==> config.mk <==
export PLATFORM = sky130hd
export DESIGN_NAME = hazard_stall_unit_flat
export DESIGN_NICKNAME = d
export VERILOG_FILES = /design/src/rtl/hazard_stall_unit_pkg.sv /design/src/rtl/hazard_stall_unit_if.sv /design/src/rtl/hazard_stall_unit_match.sv /design/src/rtl/hazard_stall_unit.sv /design/src/flat_wrapper.sv
export SDC_FILE = /design/constraint.sdc
export NUM_CORES = 1
export LEC_CHECK = 0
export ABC_AREA = 1
export CAP_MARGIN = 20
export CORE_UTILIZATION = 55
export DETAILED_ROUTE_END_ITERATION = 10
export HOLD_SLACK_MARGIN = 0.1
export PLACE_DENSITY = 0.86
export SLEW_MARGIN = 20
export SYNTH_ARGS = -nofsm -noshare
export SYNTH_HDL_FRONTEND = slang
export SYNTH_HIERARCHICAL = 1
export SYNTH_SLANG_ARGS = --single-unit
==> constraint.sdc <==
create_clock -name Clk -period 4.05 [get_ports Clk]
set_input_delay 0.405 -clock Clk [delete_from_list [all_inputs] [get_ports Clk]]
set_output_delay 0.405 -clock Clk [all_outputs]
set_load 0.05 [all_outputs]
==> src/rtl/hazard_stall_unit_pkg.sv <==
// Shared encodings for the hazard/stall unit: FSM states, register-zero constant,
// decoder hazardType encodings, and the packed pipeline-control word.
package hazard_stall_unit_pkg;

    typedef enum logic {
        ST_RUN   = 1'b0,
        ST_STALL = 1'b1
    } state_e;

    localparam logic [4:0] REG_ZERO = 5'd0;

    localparam logic HZ_RS_RT = 1'b0;
    localparam logic HZ_RS    = 1'b1;

    typedef struct packed {
        logic pc_write;
        logic ifid_write;
        logic ifid_flush;
        logic idex_flush;
    } ctrl_t;

    localparam ctrl_t CTRL_IDLE  = '{pc_write: 1'b1, ifid_write: 1'b1, ifid_flush: 1'b0, idex_flush: 1'b0};
    localparam ctrl_t CTRL_STALL = '{pc_write: 1'b0, ifid_write: 1'b0, ifid_flush: 1'b0, idex_flush: 1'b1};
    localparam ctrl_t CTRL_FLUSH = '{pc_write: 1'b1, ifid_write: 1'b1, ifid_flush: 1'b1, idex_flush: 1'b1};

endpackage

==> src/rtl/hazard_stall_unit_if.sv <==
// Pipeline-side bundle for the hazard/stall unit: decode operands, EX/MEM producers,
// branch resolution in; PC/IF-ID/ID-EX control and event counters out.
interface hazard_stall_if #(
    parameter int CNT_W = 32
);
    logic [4:0]       ID_Rs;
    logic [4:0]       ID_Rt;
    logic             ID_HazardType;
    logic             ID_Nop;
    logic             EX_RegWrite;
    logic [4:0]       EX_WriteReg;
    logic             MEM_RegWrite;
    logic [4:0]       MEM_WriteReg;
    logic             BranchTaken;
    logic             PCWrite;
    logic             IFID_Write;
    logic             IFID_Flush;
    logic             IDEX_Flush;
    logic [CNT_W-1:0] StallCount;
    logic [CNT_W-1:0] FlushCount;

    modport master (
        output ID_Rs, ID_Rt, ID_HazardType, ID_Nop,
        output EX_RegWrite, EX_WriteReg, MEM_RegWrite, MEM_WriteReg, BranchTaken,
        input  PCWrite, IFID_Write, IFID_Flush, IDEX_Flush, StallCount, FlushCount
    );

    modport slave (
        input  ID_Rs, ID_Rt, ID_HazardType, ID_Nop,
        input  EX_RegWrite, EX_WriteReg, MEM_RegWrite, MEM_WriteReg, BranchTaken,
        output PCWrite, IFID_Write, IFID_Flush, IDEX_Flush, StallCount, FlushCount
    );
endinterface

==> src/rtl/hazard_stall_unit_match.sv <==
// RAW comparator between one producer stage and the instruction in ID.
module hazard_match
    import hazard_stall_unit_pkg::*;
(
    input  logic       reg_write_i,
    input  logic [4:0] write_reg_i,
    input  logic [4:0] rs_i,
    input  logic [4:0] rt_i,
    input  logic       hazard_type_i,
    input  logic       nop_i,
    output logic       match_o
);
    logic rs_hit_s;
    logic rt_hit_s;

    assign rs_hit_s = (write_reg_i == rs_i);
    // rt only matters when the decoder says the instruction actually reads it
    assign rt_hit_s = (hazard_type_i == HZ_RS_RT) && (write_reg_i == rt_i);
    assign match_o  = reg_write_i && (write_reg_i != REG_ZERO) && !nop_i && (rs_hit_s || rt_hit_s);
endmodule

==> src/rtl/hazard_stall_unit.sv <==
// Stall/flush controller for the non-forwarding 5-stage pipeline, with stall and
// taken-branch flush event counters.
module hazard_stall_unit
    import hazard_stall_unit_pkg::*;
#(
    parameter int EX_STALL  = 2,
    parameter int MEM_STALL = 1,
    parameter int CNT_W     = 32
) (
    input logic         Clk,
    input logic         Rst,
    hazard_stall_if.slave hz
);
    localparam logic [1:0] EX_N  = 2'(EX_STALL);
    localparam logic [1:0] MEM_N = 2'(MEM_STALL);

    logic             ex_match_s;
    logic             mem_match_s;
    logic [1:0]       need_n_s;
    ctrl_t            ctrl_s;
    state_e           state_q, state_d;
    logic [1:0]       cnt_q, cnt_d;
    logic [CNT_W-1:0] stall_cnt_q, stall_cnt_d;
    logic [CNT_W-1:0] flush_cnt_q, flush_cnt_d;

    hazard_match u_ex_match (
        .reg_write_i   (hz.EX_RegWrite),
        .write_reg_i   (hz.EX_WriteReg),
        .rs_i          (hz.ID_Rs),
        .rt_i          (hz.ID_Rt),
        .hazard_type_i (hz.ID_HazardType),
        .nop_i         (hz.ID_Nop),
        .match_o       (ex_match_s)
    );

    hazard_match u_mem_match (
        .reg_write_i   (hz.MEM_RegWrite),
        .write_reg_i   (hz.MEM_WriteReg),
        .rs_i          (hz.ID_Rs),
        .rt_i          (hz.ID_Rt),
        .hazard_type_i (hz.ID_HazardType),
        .nop_i         (hz.ID_Nop),
        .match_o       (mem_match_s)
    );

    // Required stall length; the EX producer is further from writeback so it wins
    always_comb begin
        need_n_s = 2'd0;
        if (ex_match_s) begin
            need_n_s = EX_N;
        end else if (mem_match_s) begin
            need_n_s = MEM_N;
        end else begin
            need_n_s = 2'd0;
        end
    end

    // Zero-latency control outputs and next-state/counter values
    always_comb begin
        ctrl_s      = CTRL_IDLE;
        state_d     = state_q;
        cnt_d       = cnt_q;
        stall_cnt_d = stall_cnt_q;
        flush_cnt_d = flush_cnt_q;
        if (Rst) begin
            ctrl_s = CTRL_IDLE;
        end else if (hz.BranchTaken) begin
            ctrl_s      = CTRL_FLUSH;
            state_d     = ST_RUN;
            cnt_d       = 2'd0;
            flush_cnt_d = flush_cnt_q + CNT_W'(1);
        end else begin
            case (state_q)
                ST_STALL: begin
                    // ID is frozen here, so hazard inputs are deliberately not consulted
                    ctrl_s      = CTRL_STALL;
                    stall_cnt_d = stall_cnt_q + CNT_W'(1);
                    if (cnt_q <= 2'd1) begin
                        state_d = ST_RUN;
                        cnt_d   = 2'd0;
                    end else begin
                        cnt_d = cnt_q - 2'd1;
                    end
                end
                ST_RUN: begin
                    if (need_n_s != 2'd0) begin
                        ctrl_s      = CTRL_STALL;
                        stall_cnt_d = stall_cnt_q + CNT_W'(1);
                        if (need_n_s > 2'd1) begin
                            state_d = ST_STALL;
                            cnt_d   = need_n_s - 2'd1;
                        end else begin
                            state_d = ST_RUN;
                        end
                    end else begin
                        ctrl_s = CTRL_IDLE;
                    end
                end
                default: begin
                    ctrl_s  = CTRL_IDLE;
                    state_d = ST_RUN;
                    cnt_d   = 2'd0;
                end
            endcase
        end
    end

    // FSM state and event counters
    always_ff @(posedge Clk or posedge Rst) begin
        if (Rst) begin
            state_q     <= ST_RUN;
            cnt_q       <= 2'd0;
            stall_cnt_q <= '0;
            flush_cnt_q <= '0;
        end else begin
            state_q     <= state_d;
            cnt_q       <= cnt_d;
            stall_cnt_q <= stall_cnt_d;
            flush_cnt_q <= flush_cnt_d;
        end
    end

    assign hz.PCWrite    = ctrl_s.pc_write;
    assign hz.IFID_Write = ctrl_s.ifid_write;
    assign hz.IFID_Flush = ctrl_s.ifid_flush;
    assign hz.IDEX_Flush = ctrl_s.idex_flush;
    assign hz.StallCount = stall_cnt_q;
    assign hz.FlushCount = flush_cnt_q;
endmodule

==> src/flat_wrapper.sv <==
// flat-port wrapper written by rule: the top's interface ports become plain ports
module hazard_stall_unit_flat import hazard_stall_unit_pkg::*;
#(
    parameter int EX_STALL  = 2,
    parameter int MEM_STALL = 1,
    parameter int CNT_W     = 32
)
  (Clk, Rst, hz_ID_Rs, hz_ID_Rt, hz_ID_HazardType, hz_ID_Nop, hz_EX_RegWrite, hz_EX_WriteReg, hz_MEM_RegWrite, hz_MEM_WriteReg, hz_BranchTaken, hz_PCWrite, hz_IFID_Write, hz_IFID_Flush, hz_IDEX_Flush, hz_StallCount, hz_FlushCount);
  hazard_stall_if #(.CNT_W(CNT_W)) hz_i ();
  input logic Clk;
  input logic Rst;
  input wire logic [$bits(hz_i.ID_Rs)-1:0] hz_ID_Rs;
  input wire logic [$bits(hz_i.ID_Rt)-1:0] hz_ID_Rt;
  input wire logic [$bits(hz_i.ID_HazardType)-1:0] hz_ID_HazardType;
  input wire logic [$bits(hz_i.ID_Nop)-1:0] hz_ID_Nop;
  input wire logic [$bits(hz_i.EX_RegWrite)-1:0] hz_EX_RegWrite;
  input wire logic [$bits(hz_i.EX_WriteReg)-1:0] hz_EX_WriteReg;
  input wire logic [$bits(hz_i.MEM_RegWrite)-1:0] hz_MEM_RegWrite;
  input wire logic [$bits(hz_i.MEM_WriteReg)-1:0] hz_MEM_WriteReg;
  input wire logic [$bits(hz_i.BranchTaken)-1:0] hz_BranchTaken;
  output wire logic [$bits(hz_i.PCWrite)-1:0] hz_PCWrite;
  output wire logic [$bits(hz_i.IFID_Write)-1:0] hz_IFID_Write;
  output wire logic [$bits(hz_i.IFID_Flush)-1:0] hz_IFID_Flush;
  output wire logic [$bits(hz_i.IDEX_Flush)-1:0] hz_IDEX_Flush;
  output wire logic [$bits(hz_i.StallCount)-1:0] hz_StallCount;
  output wire logic [$bits(hz_i.FlushCount)-1:0] hz_FlushCount;
  assign hz_i.ID_Rs = hz_ID_Rs;
  assign hz_i.ID_Rt = hz_ID_Rt;
  assign hz_i.ID_HazardType = hz_ID_HazardType;
  assign hz_i.ID_Nop = hz_ID_Nop;
  assign hz_i.EX_RegWrite = hz_EX_RegWrite;
  assign hz_i.EX_WriteReg = hz_EX_WriteReg;
  assign hz_i.MEM_RegWrite = hz_MEM_RegWrite;
  assign hz_i.MEM_WriteReg = hz_MEM_WriteReg;
  assign hz_i.BranchTaken = hz_BranchTaken;
  assign hz_PCWrite = hz_i.PCWrite;
  assign hz_IFID_Write = hz_i.IFID_Write;
  assign hz_IFID_Flush = hz_i.IFID_Flush;
  assign hz_IDEX_Flush = hz_i.IDEX_Flush;
  assign hz_StallCount = hz_i.StallCount;
  assign hz_FlushCount = hz_i.FlushCount;
  hazard_stall_unit #(.EX_STALL(EX_STALL), .MEM_STALL(MEM_STALL), .CNT_W(CNT_W)) u_core (.Clk(Clk), .Rst(Rst), .hz(hz_i));
endmodule
Word-level counts from Yosys, hierarchy flattened
Cells that the tools add are included.
W data, S select, Z words.
{"block": "word_totals", "reg_bits": 67, "input_bits": 27, "word_cells": 56}
{"block": "classes", "addsub": 4, "order_cmp": 2, "eq_ne": 7, "mux": 18, "bitwise": 4, "reduce_logical": 17}
{"cell": "$add A32 B1 Y32 const B", "count": 2}
{"cell": "$pmux W32 S2", "count": 1}
{"cell": "$mux W32", "count": 1}
{"cell": "$eq A5 B5 Y1", "count": 4}
{"cell": "$mux W4", "count": 3}
{"cell": "$mux W2", "count": 5}
{"cell": "$reduce_bool A5 Y1", "count": 2}
{"cell": "$logic_and A1 B1 Y1", "count": 8}
{"cell": "$pmux W4 S2", "count": 1}
{"cell": "$ne A3 B2 Y1 const B", "count": 2}
{"cell": "$reduce_and A3 Y1", "count": 2}
{"cell": "$mux W1", "count": 5}
{"cell": "$not A1 Y1", "count": 4}
{"cell": "$pmux W2 S2", "count": 1}
{"cell": "$sub A2 B1 Y2 const B", "count": 2}
{"cell": "$gt A2 B1 Y1 const B", "count": 1}
{"cell": "$le A2 B1 Y1 const B", "count": 1}
{"cell": "$logic_or A1 B1 Y1", "count": 2}
{"cell": "$ne A2 B1 Y1 const B", "count": 1}
{"cell": "$pmux W1 S2", "count": 1}
{"cell": "$reduce_and A2 Y1", "count": 1}
{"cell": "$reduce_bool A2 Y1", "count": 1}
{"cell": "$logic_not A1 Y1", "count": 1}

Depth between registers and ports, before layout
Gate-level depths: netlist of the first run.
{"block": "depth", "ltp_word": 11, "ltp_mapped": 15}

Cells and area by module
Netlist of the first run, hierarchy kept.
{"module": "hazard_stall_unit", "n_inst": 1, "cells_each": 505, "area_each_um2": 3817.4, "seq_area_each_um2": 1676.6}
{"module": "hazard_match", "n_inst": 2, "cells_each": 55, "area_each_um2": 219.0, "seq_area_each_um2": 0.0}

Worst setup path after synthesis of the first run
Ideal clock, no wire load.
{"block": "synth_path", "path_type": "input to output", "startpoint": "in hz_EX_WriteReg[1]", "endpoint": "out hz_IDEX_Flush", "t_arrival_ps": 1777, "required_ps": 3645, "slack_ps": 1868, "path_stages": 10, "n_path_buf": 0, "path_cell_list": "inv_1 nand2_1 nand2_1 nor2_1 nand3_1 a21oi_1 inv_1 nand3_1 nor2_1 nor2_1"}
{"block": "synth_between", "elab_chain_cells": 10, "word_cells_on_any_way": 14, "cone_classes": "eq/ne: 2; mux: 5; reduce/logical: 7"}
{"item": "start: declaration", "line_no": "flat_wrapper.sv:17", "rtl": "input wire logic [$bits(hz_i.EX_WriteReg)-1:0] hz_EX_WriteReg;"}
{"item": "$eq A5 B5 Y1 / $reduce_bool A5 Y1 (equally long branches)", "line_no": "hazard_stall_unit_match.sv:18, hazard_stall_unit_match.sv:19"}
{"item": "$logic_and A1 B1 Y1, on equally long branches", "line_no": "hazard_stall_unit_match.sv:18, hazard_stall_unit_match.sv:19"}
{"item": "$logic_or A1 B1 Y1 / $logic_and A1 B1 Y1 (equally long branches)", "line_no": "hazard_stall_unit_match.sv:19", "rtl": "assign match_o = reg_write_i && (write_reg_i != REG_ZERO) && !nop_i && (rs_hit_s || rt_hit_s);"}
{"item": "$logic_and A1 B1 Y1 *", "line_no": "hazard_stall_unit_match.sv:19"}
{"item": "via u_core.ex_match_s", "line_no": "hazard_stall_unit.sv:17", "rtl": "logic ex_match_s;"}
{"item": "$mux W2 *", "line_no": "hazard_stall_unit.sv:49", "rtl": "if (ex_match_s) begin"}
{"item": "$reduce_bool A2 Y1 *", "line_no": "hazard_stall_unit.sv:86", "rtl": "if (need_n_s != 2'd0) begin"}
{"item": "$mux W4 *", "line_no": "hazard_stall_unit.sv:86"}
{"item": "$pmux W4 S2 *", "line_no": "hazard_stall_unit.sv:73", "rtl": "case (state_q)"}
{"item": "$mux W4 *", "line_no": "hazard_stall_unit.sv:67", "rtl": "end else if (hz.BranchTaken) begin"}
{"item": "$mux W4 *", "line_no": "hazard_stall_unit.sv:65", "rtl": "if (Rst) begin"}
{"item": "end: declaration", "line_no": "flat_wrapper.sv:24", "rtl": "output wire logic [$bits(hz_i.IDEX_Flush)-1:0] hz_IDEX_Flush;"}
The timed path passes the listed nets; every way through them passes the cells marked *.

Worst setup path after layout of the first run
{"block": "layout_path", "startpoint": "in hz_EX_WriteReg[0]", "endpoint": "out hz_IDEX_Flush"}
Same word-level chain as after synthesis.

==> reports/qor.yml, run 1 <==
timing:
  timing.final.crit_share_pct: 79.46
  grt_setup_unrepaired: "no"
  fin_hold_ws_ns: 0.5000
  finalHoldViolCount: 0
  fin_crit_ns: 3.218
  fmax_mhz: 310.7
  skew_ns: 0.008867
  worst-slew-pin-transition_ns: 0.8245
  finalSetupViolCount: 0
  drv_slew: 0
  maxSlewHeadroom_pct: 45.03
  setup_tns_ns: 0
power_and_ir_drop:
  power_leakage_nw: 2.608
  vdd_ir_drop_max_uv: 375.1
  powerDensity_mw_per_mm2: 342.8
worst_setup_path:
  worst_ep_arrival_time_ns: 2.81
  crit_fanout: 4
  cp.required_ns: 3.64
  start_kind: "input port"
  end_kind: "primary output"
  r2r_slack_ns: 2.36
  r2r_cells: 8
  path_class: "in2out"
cts:
  cts_tree: "built"
  cts_sinks: 67
  h-tree-depth: 3
  cts_root_buf: "clkbuf_8"
  clkTransAtPathRegs_ns: 0.08
  clock_latency_ns: 0.35
  cts_max_path_buffers: 2
  cts_resized: 0
  holdBufCountCts: 0
  post_cts_buffers: 0
  cts_made_buffers: 9
placement:
  hpwl_mm: 8.057
  io_buffer_count: 94
  gp_congestion: 0.9462
final_layout:
  fillCellCount: 567
  drive_above_1_share_pct: 6.354
  synthToLayoutAreaGrowth_pct: 30.05
  diodes: 0
  utilization_pct: 75.09
  multi_input_area_mm2: 0.002200
  fin_nets: 748
  regArea_mm2: 0.001677
drt:
  ant_nets: 0
  drt_pre_antenna_iters: 6
  avgRoutedWirePerCell_um: 13.31
  routed_wl_mm: 10.95
  vias_per_cell: 5.267
  drt-initial-drc-count: 228
  drc: 0
  via_count: 4335
global_routing:
  grt_max_degree: 69
  gr-total-overflow: 0
  grt_pass1_vias: 4286
  grt.met1_usage_pct: 34.82
  antenna_found_initial: 0
  grt_pass1_wl_mm: 18.81
  gr-max-usage-layer: "met2"
  grtUsageTotal_pct: 28.33
  grtUsageMet3_pct: 4.992
  use_met2_pct: 48.91
synthesis:
  ys_types: 27
  ys_seq_elements: 67
  synth-xor-area-share_pct: 6.380
  synth_top_family_by_area: "simple AND/OR/NAND/NOR gates"
  synthCells: 615
  yosys.area_share.simple_pct: 43.13
  synth_area_per_cell_um2: 6.919
  synthMuxAreaShare_pct: 0
  syn_area_mm2: 0.004255
  yosys_warnings: 6
  synth.top_cell.area_share_pct: 39.40
  syn-num-nets: 644
  synth_compound_area_share_pct: 1.588
  synth_area_leader_cell: "dfrtp_1"
  yosys-top-cells-count: "nand2_1, inv_1, nor2_1, dfrtp_1, nand3_1"
  synth_most_common_cell: "nand2_1"
  ys_seq_area_share_pct: 39.40
  synth_edf_count: 0
  synthArstFlopShare_pct: 100.0
  ys.flop_type: "dfrtp_1"
  synth_area_leaders: "dfrtp_1, nand2_1, inv_1"
  yosys.area_share.adder_pct: 0.5881
die:
  num_io_pins: 95
  dieArea_mm2: 0.008093
  row_count: 31
  initial_utilization_pct: 57.74
  die_w_um: 89.96
  coreArea_mm2: 0.007370
  die_h_um: 89.96
worst_hold_path:
  whs_path_depth: 2
  hold_class: "reg2reg"
run:
  cap_violations: 0
outcome:
  status: "complete, no violations"
[flip-flops by register name (all words and copies together) (netlist names)]
name	flops
u_core/hz.FlushCount	32
u_core/hz.StallCount	32
u_core/cnt_q	2
u_core/state_q	1
[cell type report]
| cell class | count | share of cell area (%) |
|---|---|---|
| Multi-Input combinational cell | 450 | 39.75 |
| Sequential cell | 67 | 30.30 |
| Timing Repair Buffer | 95 | 17.14 |
| Inverter | 96 | 6.511 |
| Clock buffer | 10 | 2.487 |
| Tap cell | 99 | 2.238 |
| Clock inverter | 6 | 1.583 |
[kinds of logic after synthesis]
family	after synthesis
AO/OA/AOI/OAI	13
XOR/XNOR	31
adder cells (fa/ha/maj)	2
buffers and inverters	98
flip-flops	67
AND/OR/NAND/NOR	404
[stage by stage]
stage	total power [mW]	setup WS (ns)	instances	cell area, um^2
4_1_cts	1.908	0.8274	823	5534
6_report	1.897	0.8319	823	5534
2_1_floorplan	1.097	1.868	615	4255
3_3_place_gp	1.265	0.8496	807	5309
5_1_grt	1.980	0.6596	823	5534
3_5_place_dp	1.275	0.8469	807	5309
[worst paths after layout]
check,end,start
max in group asynchronous,u_core/hz.FlushCount[9],Rst
min in group asynchronous,u_core/hz.FlushCount[1],Rst
setup / recovery,hz_IDEX_Flush,hz_EX_WriteReg[0]
setup reg to reg,u_core/hz.StallCount[16],u_core/hz.StallCount[1]
hold / removal,u_core/hz.FlushCount[31],u_core/hz.FlushCount[31]
hold reg to reg,u_core/hz.FlushCount[31],u_core/hz.FlushCount[31]
[cells in the final DEF, fill, tap and decap left out]
cell	instances
and3_1	1
nand2_4	4
buf_4	1
a21oi_1	2
nor2_1	77
bufinv_16	2
clkbuf_8	10
nand3_2	1
clkdlybuf4s50_1	94
nor3_1	10
nand3_1	41
nand4_1	25
inv_2	5
xnor2_1	15
dfrtp_1	67
nand2_2	1
xor2_1	16
inv_6	1
inv_1	90
nor2_8	2
o21ai_0	8
o31ai_1	1
clkinv_4	1
nor2_4	8
clkinv_2	2
nor2_2	8
ha_1	2
nand2_1	215
nand3b_1	9
o21ai_1	2
and2_1	2
clkinv_1	1
[metal layers]
layer	share of wire [%]	wire, um	up-vias
met1	42	4654	1980
li1	-	-	2113
met4	2.7	294	0
met2	48	5275	212
met5	0	0	-
met3	6.7	729	30
[report_power, final]
part | internal (mW) | switching (mW)
clock network | 0.365 | 0.268
logic | 0.165 | 0.319
registers | 0.719 | 0.0605
[critical path, stage by stage]
cell and delay [ns]:
clkdlybuf4s50_1 0.53, inv_1 0.08, nand2_1 0.06, nand2_1 0.06, nor2_1 0.14, nand3_1 0.10, a21oi_1 0.23, inv_1 0.09
nand3_1 0.16, nor2_1 0.06, nor2_1 0.10, clkdlybuf4s50_1 0.81
No activity file was read; power rests on OpenSTA's default activity.
==> run 2, diff against run 1 <==
--- a/config.mk
+++ b/config.mk
@@ -7,10 +7,10 @@
 export LEC_CHECK = 0
 export ABC_AREA = 1
 export CAP_MARGIN = 20
-export CORE_UTILIZATION = 55
+export CORE_UTILIZATION = 51
 export DETAILED_ROUTE_END_ITERATION = 10
 export HOLD_SLACK_MARGIN = 0.1
-export PLACE_DENSITY = 0.86
+export PLACE_DENSITY = 0.81
 export SLEW_MARGIN = 20
 export SYNTH_ARGS = -nofsm -noshare
 export SYNTH_HDL_FRONTEND = slang
==> constraint.sdc (replaced) <==
create_clock -name Clk -period 3.38 [get_ports Clk]
set_input_delay 0.338 -clock Clk [delete_from_list [all_inputs] [get_ports Clk]]
set_output_delay 0.338 -clock Clk [all_outputs]
set_load 0.05 [all_outputs]
==> run 2 against run 1 <==
Compared with the run above: power rose by 12%; utilization down 5.4 points; first-iteration DRC count increased by 17%; sequential power up 20%; critical path type unchanged; final area is 0.61% lower.
==> reports/qor.yml, run 2 (synthesized netlist as in run 1, its figures left out) <==
worst_setup_path:
  path_class: "in2out"
  end_kind: "primary output"
  crit_fanout: 4  # unchanged
  worst_ep_arrival_time_ns: 2.71  # -0.10 ns
  cp_top_family: "buffers and inverters"
  cp.required_ns: 3.04  # -0.60 ns
  crit_path_max_incr_delay_ns: 0.81  # about the same
  path_cells: "clkdlybuf4s50_1 > inv_1 > nand2_1 > nand2_1 > nor2_1 > nand3_1 > a21oi_1 > inv_1 > nand3_1 > nor2_1 > nor2_1 > clkdlybuf4s50_1"
  crit_buf_inv: 4  # unchanged
  start_kind: "input port"
  r2r_slack_ns: 1.72  # -0.64 ns
  reg2reg_to: "u_core/hz.StallCount[16]"
  r2r_cells: 8  # unchanged
  cp_slowest_cell: "clkdlybuf4s50_1"
  timing.rr.start: "u_core/hz.StallCount[1]"
  critPathMostFrequentCell: "nor2_1"
final_layout:
  regArea_mm2: 0.001677  # unchanged
  fin_nets: 749  # +0.13%
  utilization_pct: 69.73  # -5.4 points
  fillCellCount: 681  # +20%
  multi_input_area_mm2: 0.002200  # unchanged
  diodes: 0  # unchanged
  drive_above_1_share_pct: 6.077  # -0.28 points
  synthToLayoutAreaGrowth_pct: 29.26
  mostFrequentLayoutCell: "nand2_1"
  layout_common_cells: "nand2_1, clkdlybuf4s50_1, inv_1"
  fin_cells: 826  # +0.36%
cts:
  clkTransAtPathRegs_ns: 0.07  # about the same
  holdBufCountCts: 0  # unchanged
  post_cts_buffers: 0  # unchanged
  cts_made_buffers: 9  # unchanged
  cts_tree: "built"
  cts_root_buf: "clkbuf_8"
  h-tree-depth: 3  # unchanged
  clock_latency_ns: 0.34  # about the same
  cts_sinks: 67  # unchanged
  cts_resized: 0  # unchanged
  cts_max_path_buffers: 2  # unchanged
global_routing:
  grt.met1_usage_pct: 32.15  # -2.7 points
  grtUsageTotal_pct: 26.10  # -2.2 points
  grt_pass1_vias: 4070  # -5.0%
  gr-total-overflow: 0  # unchanged
  gr-max-usage-layer: "met2"
  grt_max_degree: 69  # unchanged
  antenna_found_initial: 0  # unchanged
  grt_pass1_wl_mm: 17.95  # -4.6%
  use_met2_pct: 45.10  # -3.8 points
  grtUsageMet3_pct: 5.610  # +0.62 points
timing:
  fmax_mhz: 328.0
  timing.final.crit_share_pct: 90.19
  finalHoldViolCount: 0  # unchanged
  finalSetupViolCount: 0  # unchanged
  maxSlewHeadroom_pct: 44.16  # -0.88 points
  worst-slew-pin-transition_ns: 0.8377  # +0.01318 ns
  setup_tns_ns: 0  # unchanged
  fin_crit_ns: 3.048
  grt_setup_unrepaired: "no"
  skew_ns: 0.01009  # +0.001224 ns
  drv_slew: 0  # unchanged
worst_hold_path:
  hold_path_end: "u_core/hz.StallCount[5]"
  holdCritStartpoint: "u_core/hz.StallCount[5]"
  hold_class: "reg2reg"
  whs_path_depth: 1  # -1
drt:
  vias_per_cell: 5.207  # -1.1%
  routed_wl_mm: 10.70  # -2.3%
  ant_nets: 0  # unchanged
  via_count: 4301  # -0.78%
  avgRoutedWirePerCell_um: 12.95  # -2.7%
  drt_pre_antenna_iters: 5  # -1
  drc: 0  # unchanged
  drt-initial-drc-count: 267  # +17%
power_and_ir_drop:
  powerDensity_mw_per_mm2: 386.0  # +13%
  power_leakage_nw: 2.584  # -0.91%
  vdd_ir_drop_max_uv: 375.8  # +0.19%
die:
  die_h_um: 93.35  # +3.8%
  num_io_pins: 95  # unchanged
  initial_utilization_pct: 53.95  # -3.8 points
  dieArea_mm2: 0.008713  # +7.7%
  row_count: 32  # +3.2%
  die_w_um: 93.35  # +3.8%
  coreArea_mm2: 0.007888  # +7.0%
placement:
  io_buffer_count: 94  # unchanged
  hpwl_mm: 8.126  # +0.86%
  gp_congestion: 0.9209  # -2.7%
  post-place-cells: 811  # +0.50%
run:
  cap_violations: 0  # unchanged
outcome:
  status: "complete, no violations"
-- run 2: cell types whose count changed in the layout (fill, tap and decap cells not counted), sizes merged --
cell,before,now
buf,1,2
clkbuf,10,14
clkinvlp,0,1
clkinv,4,1
inv,96,95
bufinv,2,0
-- run 2: per-layer routing --
| metal | up-vias | wire length [um] |
|---|---|---|
| li1 | 2113 | - |
| met1 | 1963 | 4634 |
| met2 | 197 | 5040 |
| met3 | 28 | 791 |
| met4 | 0 | 229 |
| met5 | - | 0 |
-- run 2: how the worst max path moves through the flow --
stage	start	end	slack, ns	cells after the start
3_5_place_dp	hz_EX_WriteReg[0]	hz_IDEX_Flush	0.35	12
2_1_floorplan	Rst	u_core/hz.FlushCount[13]	1.30	8
3_3_place_gp	hz_EX_WriteReg[0]	hz_IDEX_Flush	0.41	12
6_report	hz_EX_WriteReg[0]	hz_IDEX_Flush	0.33	12
4_1_cts	hz_EX_WriteReg[0]	hz_IDEX_Flush	0.34	12
5_1_grt	hz_EX_WriteReg[2]	hz_IDEX_Flush	0.17	12
-- run 2: per-stage QoR --
step | worst slack (ns) | cell area (um^2) | total power, mW | hold slack (ns)
global placement | 0.4088 | 5320 | 1.519 | 0.4726
detailed placement | 0.3512 | 5320 | 1.533 | 0.4828
finish | 0.3316 | 5500 | 2.123 | 0.4952
floorplan | 1.302 | 4255 | 1.314 | 0.4346
global route | 0.1742 | 5500 | 2.225 | 0.5177
CTS | 0.3446 | 5500 | 2.146 | 0.5006
-- run 2: worst reg2reg max path: stages (launching register included) --
cell     delay [ns]
dfrtp_1        0.40
ha_1           0.16
inv_1          0.05
nor2_1         0.19
nand2_1        0.15
nor2_4         0.24
nand2_1        0.13
o21ai_1        0.16
nand2_1        0.07
-- run 2: area by class of cell --
| cell class | instances | area share, % |
|---|---|---|
| repair buffers | 96 | 17.38 |
| clock buffers | 14 | 3.139 |
| flip-flops and latches | 67 | 30.48 |
| inverters | 96 | 6.551 |
| multi-input cells | 450 | 39.99 |
| well taps | 102 | 2.320 |
| clock inverters | 1 | 0.1365 |
-- run 2: report_power, final --
group	total [mW]	leakage (nW)	switching (mW)	internal (mW)
Sequential	0.938	0.876	0.0749	0.863
Clock	0.608	0.0888	0.285	0.323
Combinational	0.578	1.62	0.381	0.197
Total	2.12	2.58	0.740	1.38
==> run 3, diff against run 2 <==
--- a/config.mk
+++ b/config.mk
@@ -7,6 +7,7 @@
 export LEC_CHECK = 0
 export ABC_AREA = 1
 export CAP_MARGIN = 20
+export CORE_MARGIN = 2
 export CORE_UTILIZATION = 51
 export DETAILED_ROUTE_END_ITERATION = 10
 export HOLD_SLACK_MARGIN = 0.1
==> run 3 against run 2 <==
Compared with the run above: first-iteration DRC count up 5.6%; final area about the same; non-clock buffer count down 1; combinational power about the same; clock skew up 0.0018 ns; critical path depth unchanged; critical path type unchanged; wire length up 2.2%; power up 2.2%; hold slack better by 0.0072 ns; maximum frequency down 1.3%.
==> reports/qor.yml, run 3 (synthesized netlist as in run 1, its figures left out) <==
cts:
  cts_resized: 0  # unchanged
  holdBufCountCts: 0  # unchanged
  clkTransAtPathRegs_ns: 0.08  # about the same
  cts_max_path_buffers: 2  # unchanged
  cts_root_buf: "clkbuf_8"
  cts_tree: "built"
  clock_latency_ns: 0.35  # about the same
  cts_sinks: 67  # unchanged
  h-tree-depth: 3  # unchanged
  cts_made_buffers: 9  # unchanged
  post_cts_buffers: 0  # unchanged
worst_hold_path:
  whs_path_depth: 2  # +1
  holdCritStartpoint: "u_core/hz.FlushCount[31]"
  hold_class: "reg2reg"
  hold_path_end: "u_core/hz.FlushCount[31]"
die:
  coreArea_mm2: 0.008134  # +3.1%
  initial_utilization_pct: 52.32  # -1.6 points
  row_count: 33  # +3.1%
  die_w_um: 95.35  # +2.1%
  dieArea_mm2: 0.009091  # +4.3%
  num_io_pins: 95  # unchanged
  die_h_um: 95.35  # +2.1%
final_layout:
  layout_common_cells: "nand2_1, clkdlybuf4s50_1, inv_1"
  synthToLayoutAreaGrowth_pct: 29.31  # about the same
  fillCellCount: 703  # +3.2%
  diodes: 0  # unchanged
  fin_nets: 748  # -0.13%
  mostFrequentLayoutCell: "nand2_1"
  fin_cells: 829  # +0.36%
  drive_above_1_share_pct: 5.939  # -0.14 points
worst_setup_path:
  path_class: "in2out"
  reg2reg_to: "u_core/hz.StallCount[16]"
  timing.rr.start: "u_core/hz.StallCount[1]"
  crit_path_start: "hz_EX_WriteReg[4]"
  r2r_slack_ns: 1.72  # about the same
  r2r_cells: 8  # unchanged
  cp.required_ns: 3.04  # about the same
  crit_fanout: 4  # unchanged
  end_kind: "primary output"
  worst_ep_arrival_time_ns: 2.75  # +0.04 ns
  start_kind: "input port"
power_and_ir_drop:
  power_leakage_nw: 2.582  # about the same
  vdd_ir_drop_max_uv: 269.7  # -28%
  powerDensity_mw_per_mm2: 394.5  # +2.2%
placement:
  io_buffer_count: 94  # unchanged
  gp_congestion: 0.9316  # +1.2%
  post-place-cells: 813  # +0.25%
  hpwl_mm: 8.306  # +2.2%
global_routing:
  grt_pass1_vias: 4065  # -0.12%
  grtUsageTotal_pct: 25.61  # -0.50 points
  grt_max_degree: 51  # -26%
  gr-max-usage-layer: "met2"
  antenna_found_initial: 0  # unchanged
  grtUsageMet3_pct: 4.269  # -1.3 points
  grt_pass1_wl_mm: 18.13  # +1.0%
  use_met2_pct: 42.96  # -2.1 points
  gr-total-overflow: 0  # unchanged
  grt.met1_usage_pct: 32.30  # +0.16 points
drt:
  drc: 0  # unchanged
  avgRoutedWirePerCell_um: 13.18  # +1.8%
  via_count: 4244  # -1.3%
  vias_per_cell: 5.119  # -1.7%
  drt-initial-drc-count: 282  # +5.6%
  drt_pre_antenna_iters: 5  # unchanged
  ant_nets: 0  # unchanged
  routed_wl_mm: 10.93  # +2.2%
outcome:
  status: "complete, no violations"
timing:
  fmax_mhz: 323.6  # -1.3%
  finalSetupViolCount: 0  # unchanged
  maxSlewHeadroom_pct: 57.61  # +13 points
  drv_slew: 0  # unchanged
  timing.final.crit_share_pct: 91.42  # +1.2 points
  worst-slew-pin-transition_ns: 0.6359  # -0.2018 ns
  finalHoldViolCount: 0  # unchanged
  setup_tns_ns: 0  # unchanged
  skew_ns: 0.01190  # +0.001809 ns
  fin_crit_ns: 3.090  # +0.04168 ns
  grt_setup_unrepaired: "no"
run:
  cap_violations: 0  # unchanged
==> run 3: changes by cell type in the layout (fill, tap and decap cells not counted), sizes merged <==
cell / previous run / this run
buf: 2 / 1
clkbuf: 14 / 12
bufinv: 0 / 1
clkinv: 1 / 3
==> run 3: critical path, cell delays in order <==
cell             delay, ns
clkdlybuf4s50_1       0.57
inv_2                 0.05
nand2_1               0.07
nand2_1               0.05
nor2_1                0.13
nand3_1               0.08
a21oi_1               0.24
inv_1                 0.08
nand3_1               0.15
nor2_1                0.05
nor2_1                0.11
clkdlybuf4s50_1       0.82
==> run 3: worst max path at each step <==
stage                                     endpoint  slack (ns)
after floorplan           u_core/hz.FlushCount[13]        1.30
after global placement               hz_IDEX_Flush        0.40
after detailed placement             hz_IDEX_Flush        0.33
after CTS                            hz_IDEX_Flush        0.33
after global routing                 hz_IDEX_Flush        0.17
final                                hz_IDEX_Flush        0.29
==> run 3: through the flow <==
stage          util (%)  cell area [um^2]  hold slack, ns  setup WS (ns)  power, mW
3_5_place_dp      65.36              5316          0.4887         0.3329      1.531
5_1_grt           67.65              5503          0.5286         0.1659      2.289
6_report          67.65              5503          0.5024         0.2899      2.171
2_1_floorplan         -              4255          0.4346          1.302      1.314
4_1_cts           67.65              5503          0.5119         0.3308      2.192
3_3_place_gp      65.36              5316          0.4722         0.3977      1.516
==> run 3: power breakdown <==
group	internal (mW)	leakage, nW	switching [mW]	total [mW]
clock network	0.342	0.0906	0.316	0.658
registers	0.862	0.876	0.0718	0.934
logic	0.196	1.62	0.383	0.579
==> run 3: layout make-up <==
| type | instances | area [um^2] | share of cell area [%] |
|---|---|---|---|
| tap | 105 | 131.4 | 2.387 |
| clock buffer | 12 | 135.1 | 2.456 |
| timing repair buffer | 95 | 948.4 | 17.24 |
| multi-input combinational | 450 | 2200 | 39.97 |
| inverter | 96 | 360.3 | 6.548 |
| clock inverter | 4 | 51.30 | 0.9322 |
| sequential | 67 | 1677 | 30.47 |
==> run 3: routing by layer <==
layer	up-vias	share of wire, %
met3	27	5.5
met1	1954	44
met2	157	48
li1	2106	-
met4	0	2.6
met5	-	0
